File: src/rtl/mem_arbiter_pkg.sv
// Shared types for the unified-memory arbiter: FSM encoding
// and requester identifiers.
package mem_arbiter_pkg;

    typedef enum logic [1:0] {
        IDLE   = 2'd0,
        ACCESS = 2'd1,
        RESP   = 2'd2
    } state_t;

    localparam logic REQ_CORE   = 1'b0;
    localparam logic REQ_LOADER = 1'b1;

endpackage

File: src/rtl/mem_arbiter_if.sv
// Requester and memory-macro signal bundle for mem_arbiter.
// slave = arbiter side, master = requesters plus memory side.
interface mem_arbiter_if #(
    parameter int ADDR_W = 32,
    parameter int DATA_W = 32
);
    logic              req0;
    logic              req1;
    logic              we0;
    logic              we1;
    logic [ADDR_W-1:0] addr0;
    logic [ADDR_W-1:0] addr1;
    logic [DATA_W-1:0] wdata0;
    logic [DATA_W-1:0] wdata1;
    logic              gnt0;
    logic              gnt1;
    logic              ack0;
    logic              ack1;
    logic [DATA_W-1:0] rdata;
    logic              mem_en;
    logic              mem_we;
    logic [ADDR_W-1:0] mem_addr;
    logic [DATA_W-1:0] mem_wdata;
    logic [DATA_W-1:0] mem_rdata;

    modport slave (
        input  req0, req1, we0, we1,
        input  addr0, addr1, wdata0, wdata1,
        input  mem_rdata,
        output gnt0, gnt1, ack0, ack1, rdata,
        output mem_en, mem_we, mem_addr, mem_wdata
    );

    modport master (
        output req0, req1, we0, we1,
        output addr0, addr1, wdata0, wdata1,
        output mem_rdata,
        input  gnt0, gnt1, ack0, ack1, rdata,
        input  mem_en, mem_we, mem_addr, mem_wdata
    );

endinterface

File: src/rtl/mem_arbiter_rr_pick.sv
// Combinational two-way round-robin picker: a tie goes to the
// requester that did not win last time.
import mem_arbiter_pkg::*;

module rr_pick (
    input  logic req0,
    input  logic req1,
    input  logic last_winner,
    output logic valid,
    output logic winner
);

    always_comb begin
        valid  = req0 | req1;
        winner = REQ_CORE;
        unique case (1'b1)
            (req0 && req1):  winner = ~last_winner;
            (req1 && !req0): winner = REQ_LOADER;
            default:         winner = REQ_CORE;
        endcase
    end

endmodule

File: src/rtl/mem_arbiter.sv
// Core/loader arbiter for the shared memory macro: one access per
// IDLE -> ACCESS -> RESP pass, round-robin on ties.
import mem_arbiter_pkg::*;

module mem_arbiter #(
    parameter int ADDR_W = 32,
    parameter int DATA_W = 32
) (
    input  logic          clk,
    input  logic          rst,
    mem_arbiter_if.slave  bus
);

    state_t            state_q;
    state_t            state_d;
    logic              win_q;
    logic              we_q;
    logic [ADDR_W-1:0] addr_q;
    logic [DATA_W-1:0] wdata_q;
    logic              last_q;
    logic              pick_valid;
    logic              pick_winner;

    rr_pick u_pick (
        .req0        (bus.req0),
        .req1        (bus.req1),
        .last_winner (last_q),
        .valid       (pick_valid),
        .winner      (pick_winner)
    );

    always_comb begin
        state_d = state_q;
        unique case (state_q)
            IDLE:    if (pick_valid) state_d = ACCESS;
            ACCESS:  state_d = RESP;
            RESP:    state_d = IDLE;
            default: state_d = IDLE;
        endcase
    end

    always_ff @(posedge clk or negedge rst) begin
        if (!rst) begin
            state_q <= IDLE;
        end else begin
            state_q <= state_d;
        end
    end

    // Request fields are captured only on the IDLE decision edge
    always_ff @(posedge clk or negedge rst) begin
        if (!rst) begin
            win_q   <= REQ_CORE;
            we_q    <= 1'b0;
            addr_q  <= '0;
            wdata_q <= '0;
            last_q  <= REQ_LOADER;
        end else begin
            if (state_q == IDLE && pick_valid) begin
                win_q <= pick_winner;
                if (pick_winner == REQ_LOADER) begin
                    we_q    <= bus.we1;
                    addr_q  <= bus.addr1;
                    wdata_q <= bus.wdata1;
                end else begin
                    we_q    <= bus.we0;
                    addr_q  <= bus.addr0;
                    wdata_q <= bus.wdata0;
                end
            end
            if (state_q == RESP) begin
                last_q <= win_q;
            end
        end
    end

    logic busy;
    logic in_access;
    logic in_resp;

    assign busy      = (state_q != IDLE);
    assign in_access = (state_q == ACCESS);
    assign in_resp   = (state_q == RESP);

    assign bus.gnt0 = busy && (win_q == REQ_CORE);
    assign bus.gnt1 = busy && (win_q == REQ_LOADER);
    assign bus.ack0 = in_resp && (win_q == REQ_CORE);
    assign bus.ack1 = in_resp && (win_q == REQ_LOADER);

    assign bus.mem_en    = in_access;
    assign bus.mem_we    = in_access && we_q;
    assign bus.mem_addr  = addr_q;
    assign bus.mem_wdata = wdata_q;

    // Synchronous macro output passes straight through during RESP
    assign bus.rdata = (in_resp && !we_q) ? bus.mem_rdata : '0;

endmodule

File: src/flat_wrapper.sv
// flat-port wrapper written by rule: the top's interface ports become plain ports
module mem_arbiter_flat 
#(
    parameter int ADDR_W = 32,
    parameter int DATA_W = 32
)
  (clk, rst, bus_req0, bus_req1, bus_we0, bus_we1, bus_addr0, bus_addr1, bus_wdata0, bus_wdata1, bus_mem_rdata, bus_gnt0, bus_gnt1, bus_ack0, bus_ack1, bus_rdata, bus_mem_en, bus_mem_we, bus_mem_addr, bus_mem_wdata);
  mem_arbiter_if #(.ADDR_W(ADDR_W), .DATA_W(DATA_W)) bus_i ();
  input  logic clk;
  input  logic rst;
  input wire logic [$bits(bus_i.req0)-1:0] bus_req0;
  input wire logic [$bits(bus_i.req1)-1:0] bus_req1;
  input wire logic [$bits(bus_i.we0)-1:0] bus_we0;
  input wire logic [$bits(bus_i.we1)-1:0] bus_we1;
  input wire logic [$bits(bus_i.addr0)-1:0] bus_addr0;
  input wire logic [$bits(bus_i.addr1)-1:0] bus_addr1;
  input wire logic [$bits(bus_i.wdata0)-1:0] bus_wdata0;
  input wire logic [$bits(bus_i.wdata1)-1:0] bus_wdata1;
  input wire logic [$bits(bus_i.mem_rdata)-1:0] bus_mem_rdata;
  output wire logic [$bits(bus_i.gnt0)-1:0] bus_gnt0;
  output wire logic [$bits(bus_i.gnt1)-1:0] bus_gnt1;
  output wire logic [$bits(bus_i.ack0)-1:0] bus_ack0;
  output wire logic [$bits(bus_i.ack1)-1:0] bus_ack1;
  output wire logic [$bits(bus_i.rdata)-1:0] bus_rdata;
  output wire logic [$bits(bus_i.mem_en)-1:0] bus_mem_en;
  output wire logic [$bits(bus_i.mem_we)-1:0] bus_mem_we;
  output wire logic [$bits(bus_i.mem_addr)-1:0] bus_mem_addr;
  output wire logic [$bits(bus_i.mem_wdata)-1:0] bus_mem_wdata;
  assign bus_i.req0 = bus_req0;
  assign bus_i.req1 = bus_req1;
  assign bus_i.we0 = bus_we0;
  assign bus_i.we1 = bus_we1;
  assign bus_i.addr0 = bus_addr0;
  assign bus_i.addr1 = bus_addr1;
  assign bus_i.wdata0 = bus_wdata0;
  assign bus_i.wdata1 = bus_wdata1;
  assign bus_i.mem_rdata = bus_mem_rdata;
  assign bus_gnt0 = bus_i.gnt0;
  assign bus_gnt1 = bus_i.gnt1;
  assign bus_ack0 = bus_i.ack0;
  assign bus_ack1 = bus_i.ack1;
  assign bus_rdata = bus_i.rdata;
  assign bus_mem_en = bus_i.mem_en;
  assign bus_mem_we = bus_i.mem_we;
  assign bus_mem_addr = bus_i.mem_addr;
  assign bus_mem_wdata = bus_i.mem_wdata;
  mem_arbiter #(.ADDR_W(ADDR_W), .DATA_W(DATA_W)) u_core (.clk(clk), .rst(rst), .bus(bus_i));
endmodule
File: config.mk
export PLATFORM = sky130hd
export DESIGN_NAME = mem_arbiter_flat
export DESIGN_NICKNAME = d
export VERILOG_FILES = /design/src/rtl/mem_arbiter_pkg.sv /design/src/rtl/mem_arbiter_if.sv /design/src/rtl/mem_arbiter_rr_pick.sv /design/src/rtl/mem_arbiter.sv /design/src/flat_wrapper.sv
export SDC_FILE = /design/constraint.sdc
export NUM_CORES = 1
export LEC_CHECK = 0
export BUFFER_PORTS_ARGS = -buffer_cell sky130_fd_sc_hd__buf_2
export CORE_AREA = 2 2 104 106
export DETAILED_ROUTE_END_ITERATION = 16
export DIE_AREA = 0 0 106 108
export MAX_ROUTING_LAYER = met4
export PLACE_DENSITY = 0.8
export SYNTH_ARGS = -nofsm -noshare
export SYNTH_HDL_FRONTEND = slang
export SYNTH_SLANG_ARGS = --single-unit
File: constraint.sdc
create_clock -name clk -period 1.9 [get_ports clk]
set_clock_uncertainty 0.2 [all_clocks]
set_input_delay 0 -clock clk [delete_from_list [all_inputs] [get_ports clk]]
set_output_delay 0 -clock clk [all_outputs]
set_load 0.02 [all_outputs]
==> impl_metrics.sql <==
INSERT INTO impl_metrics (metric_group, metric, value, unit) VALUES
('clocking', 'cts.sink_count', '69', ''),
('floorplan', 'floorplan.die_area', '11400', 'sq um'),
('critical_path', 'worst_setup_path_start_kind', 'register', ''),
('global_route', 'grt_max_degree', '35', ''),
('timing', 'achievable_freq', '532', 'MHz'),
('synth', 'synth_cells', '263', ''),
('routing', 'dr.first_iter.drc_count', '124', ''),
('floorplan', 'die-height', '108', 'um'),
('clocking', 'clock_tree.htree_level_count', '3', ''),
('clocking', 'cts.root.buffer_cell', 'clkbuf_8', ''),
('timing', 'fin_setup_tns', '0', 'ns'),
('timing', 'transition_at_the_pin_with_the_smallest_max_transition_slack', '0.723', 'ns'),
('clocking', 'insertion_delay', '0.33', 'ns'),
('routing', 'detail_route.drc_violations', '0', ''),
('timing', 'post-route-worst-setup-slack', '0.0220', 'ns'),
('timing', 'timing_hold_violations_final', '0', ''),
('routing', 'routed-via-count', '3848', ''),
('global_route', 'grt_overflow_total', '0', ''),
('timing', 'finalSetupViolations', '0', ''),
('critical_path', 'critPathTopFamily', 'multiplexers', ''),
('timing', 'fin_worst_hold_slack', '0.0277', 'ns'),
('placement', 'gpl.final_weighted_congestion', '0.797', ''),
('flow_run', 'cap_violations', '0', ''),
('pwr', 'totalPowerFinal', '8.98', 'mW'),
('floorplan', 'core', '10200', 'sq um'),
('placement', 'preCtsSetupSlack', '0.0160', 'ns'),
('synth', 'mappedNetlistNets', '429', ''),
('critical_path', 'crit_path_cell_trace', 'a21bo_4 > buf_12 > buf_12 > mux2_2 > mux2_2', ''),
('floorplan', 'placement_rows', '37', ''),
('synth', 'yosys_warnings', '0', ''),
('final_layout', 'synthToLayoutAreaGrowth', '82.5', '%'),
('timing', 'post_layout_minimum_cycle_time', '1.88', 'ns'),
('timing', 'final_min_period_over_clock_period', '98.8', '%'),
('synth', 'seq_area_frac_synth', '44.8', '%'),
('timing', 'finalMaxSlewViolations', '0', ''),
('clocking', 'tritoncts_clock_tree', 'done', ''),
('final_layout', 'fillerInstances', '689', ''),
('synth', 'top_cell_type_by_total_area_after_synthesis', 'dfrtp_1', ''),
('critical_path', 'critical_path.slowest_cell', 'dfstp_2', ''),
('routing', 'routed_wl', '14.5', 'mm'),
('timing', 'worst_slew_margin_rel', '51.8', '%'),
('routing', 'firstDrtPassIters', '4', ''),
('synth', 'synth_top_cell_area_share', '44.1', '%'),
('routing', 'drt.antenna.violating_nets', '0', ''),
('global_route', 'grt_antenna_before_repair', '1', ''),
('pwr', 'pwr_density_cell', '1280', 'nW/um^2'),
('critical_path', 'worst-endpoint-required', '1.92', 'ns'),
('critical_path', 'endpoint_kind', 'register', ''),
('synth', 'yosys_register_bits', '69', ''),
('routing', 'avgViaCountPerCell', '4.71', ''),
('critical_path', 'worst_path_largest_cell_delay', '0.55', 'ns'),
('clocking', 'clk_path_buf_depth', '2', ''),
('clocking', 'cts_inserted_buffers', '9', ''),
('floorplan', 'die_width', '106', 'um'),
('critical_path', 'critical_path.max_fanout', '11', ''),
('global_route', 'grt_pass1_wl', '20.8', 'mm'),
('critical_path', 'worst-path-buf-inv', '2', ''),
('placement', 'place.detailed.hpwl', '8.49', 'mm'),
('pwr', 'peakVddDrop', '0.738', 'mV'),
('final_layout', 'finalNetCount', '841', ''),
('synth', 'netlist-cell-type-count', '17', ''),
('synth', 'syn_area_per_cell', '14.7', 'sq um'),
('placement', 'post_dp_cell_area', '5410', 'sq um'),
('floorplan', 'initial_utilization', '37.7', '%'),
('critical_path', 'criticalPathCategory', 'reg2reg', ''),
('critical_path', 'crit_arrival', '1.90', 'ns'),
('placement', 'buffer_ports.inserted', '267', ''),
('synth', 'main_area_contributors_after_synthesis', 'dfrtp_1 44%, mux2_4 27%, mux2_2 18%', ''),
('routing', 'routed_wire_per_std_cell', '17.7', 'um'),
('worst_hold_path', 'worstHoldPathType', 'in2reg', ''),
('final_layout', 'postLayoutCellArea', '7040', 'sq um'),
('pwr', 'leakagePower', '3.64', 'nW'),
('timing', 'rsz0062_at_grt', 'yes', ''),
('outcome', 'run_status', 'completed', ''),
('floorplan', 'ios', '268', ''),
('synth', 'synthesis.area', '3860', 'sq um'),
('global_route', 'gr-usage-all-layers', '24.5', '%'),
('clocking', 'register_clock_pin_slew_on_the_reported_worst_setup_and_hold_paths', '0.07', 'ns'),
('final_layout', 'layout-drive-gt1-share', '63.8', '%'),
('global_route', 'number_of_global_route_vias_before_repair', '4225', '');
-- flip-flops by register name, summed over array words and instances (netlist names) --
signal and cells:
u_core.win_q 1, u_core.state_q 2, u_core.bus.mem_wdata 32, u_core.last_q 1, u_core.bus.mem_addr 32, u_core.we_q 1
-- cell type report --
cell class / instances / area (sq um) / area share, %
sequential: 69 / 1730 / 24.5
tap: 136 / 170 / 2.42
multi-input combinational: 176 / 2020 / 28.7
inverter: 1 / 3.75 / 0.0533
timing repair buffer: 418 / 2950 / 41.9
antenna: 2 / 5.00 / 0.0711
clock buffer: 13 / 149 / 2.11
clock inverter: 2 / 10.0 / 0.142
-- worst min-delay path: stages --
cell,delay (ns)
buf_2,0.11
o21a_4,0.18
buf_12,0.20
-- through the flow --
step / util [%] / instances
after global routing: 68.8 / 816
after global placement: 52.9 / 661
after detailed placement: 52.9 / 661
after CTS: 67.2 / 807
after floorplan: - / 263
final: 68.8 / 817
-- repair_timing --
| item | CTS | global route |
|---|---|---|
| buffers inserted | 0 | 3 |
| endpoints found under the setup margin | 0 | 41 |
| hold buffers | 131 | 0 |
| endpoints found under the hold margin | 93 | 0 |
| gates resized for setup | 0 | 9 |
-- cells in the final DEF (no fill, tap or decap) --
master / Yosys / final
buf_2: 6 / 267
dlygate4sd3_1: 0 / 131
mux2_4: 69 / 69
dfrtp_1: 68 / 68
mux2_2: 61 / 61
and2_1: 33 / 33
clkbuf_8: 0 / 10
buf_12: 0 / 7
buf_4: 3 / 6
nor2_1: 6 / 5
buf_6: 5 / 4
clkbuf_1: 3 / 3
clkbuf_16: 0 / 3
diode_2: 0 / 2
nor2b_1: 2 / 2
clkinv_2: 0 / 2
nand2b_1: 1 / 1
nor2_2: 0 / 1
inv_1: 1 / 1
a21bo_4: 0 / 1
o21a_4: 0 / 1
a21o_1: 1 / 1
mux2i_1: 1 / 1
dfstp_2: 1 / 1
-- power by group --
group / switching [mW] / internal, mW
clock: 0.525 / 0.500
sequential: 0.463 / 2.25
combinational: 2.61 / 2.64
total: 3.60 / 5.38
-- Yosys cell counts, drive strengths merged --
master	number
nor2b	2
dfstp	1
o21a	1
mux2	130
a21o	1
nor2	6
buf	14
clkbuf	3
mux2i	1
dfrtp	68
nand2b	1
and2	33
inv	1
a21bo	1
-- path summary, 6_finish.rpt --
check	startpoint	to	slack, ns	cells after the start
max	u_core.last_q	u_core.we_q	0.02	5
min	bus_req1	u_core.state_q[0]	0.03	3
max reg2reg	u_core.last_q	u_core.we_q	0.02	5
min reg2reg	u_core.state_q[1]	u_core.state_q[1]	0.28	1
max in group asynchronous	rst	u_core.bus.mem_wdata[10]	0.79	3
min in group asynchronous	rst	u_core.bus.mem_addr[18]	0.07	2
-- layer usage --
| layer | vias up | wire length, um | GRT usage [%] |
|---|---|---|---|
| met5 | - | 0 | - |
| met4 | 0 | 697 | 14.8 |
| met3 | 62 | 987 | 4.88 |
| met2 | 229 | 7920 | 45.4 |
| met1 | 1814 | 4870 | 23.6 |
| li1 | 1743 | - | - |
-- logic make-up (layout without fill, tap and decap cells) --
| group | count (synthesis) | after routing | synth area share (%) |
|---|---|---|---|
| buf+inv | 18 | 434 | 3.21 |
| compound gates | 3 | 3 | 0.649 |
| flops | 69 | 69 | 44.8 |
| other cells | 0 | 2 | 0 |
| simple gates | 42 | 42 | 6.42 |
| mux | 131 | 131 | 44.9 |
(Power assumes the default switching activity.)
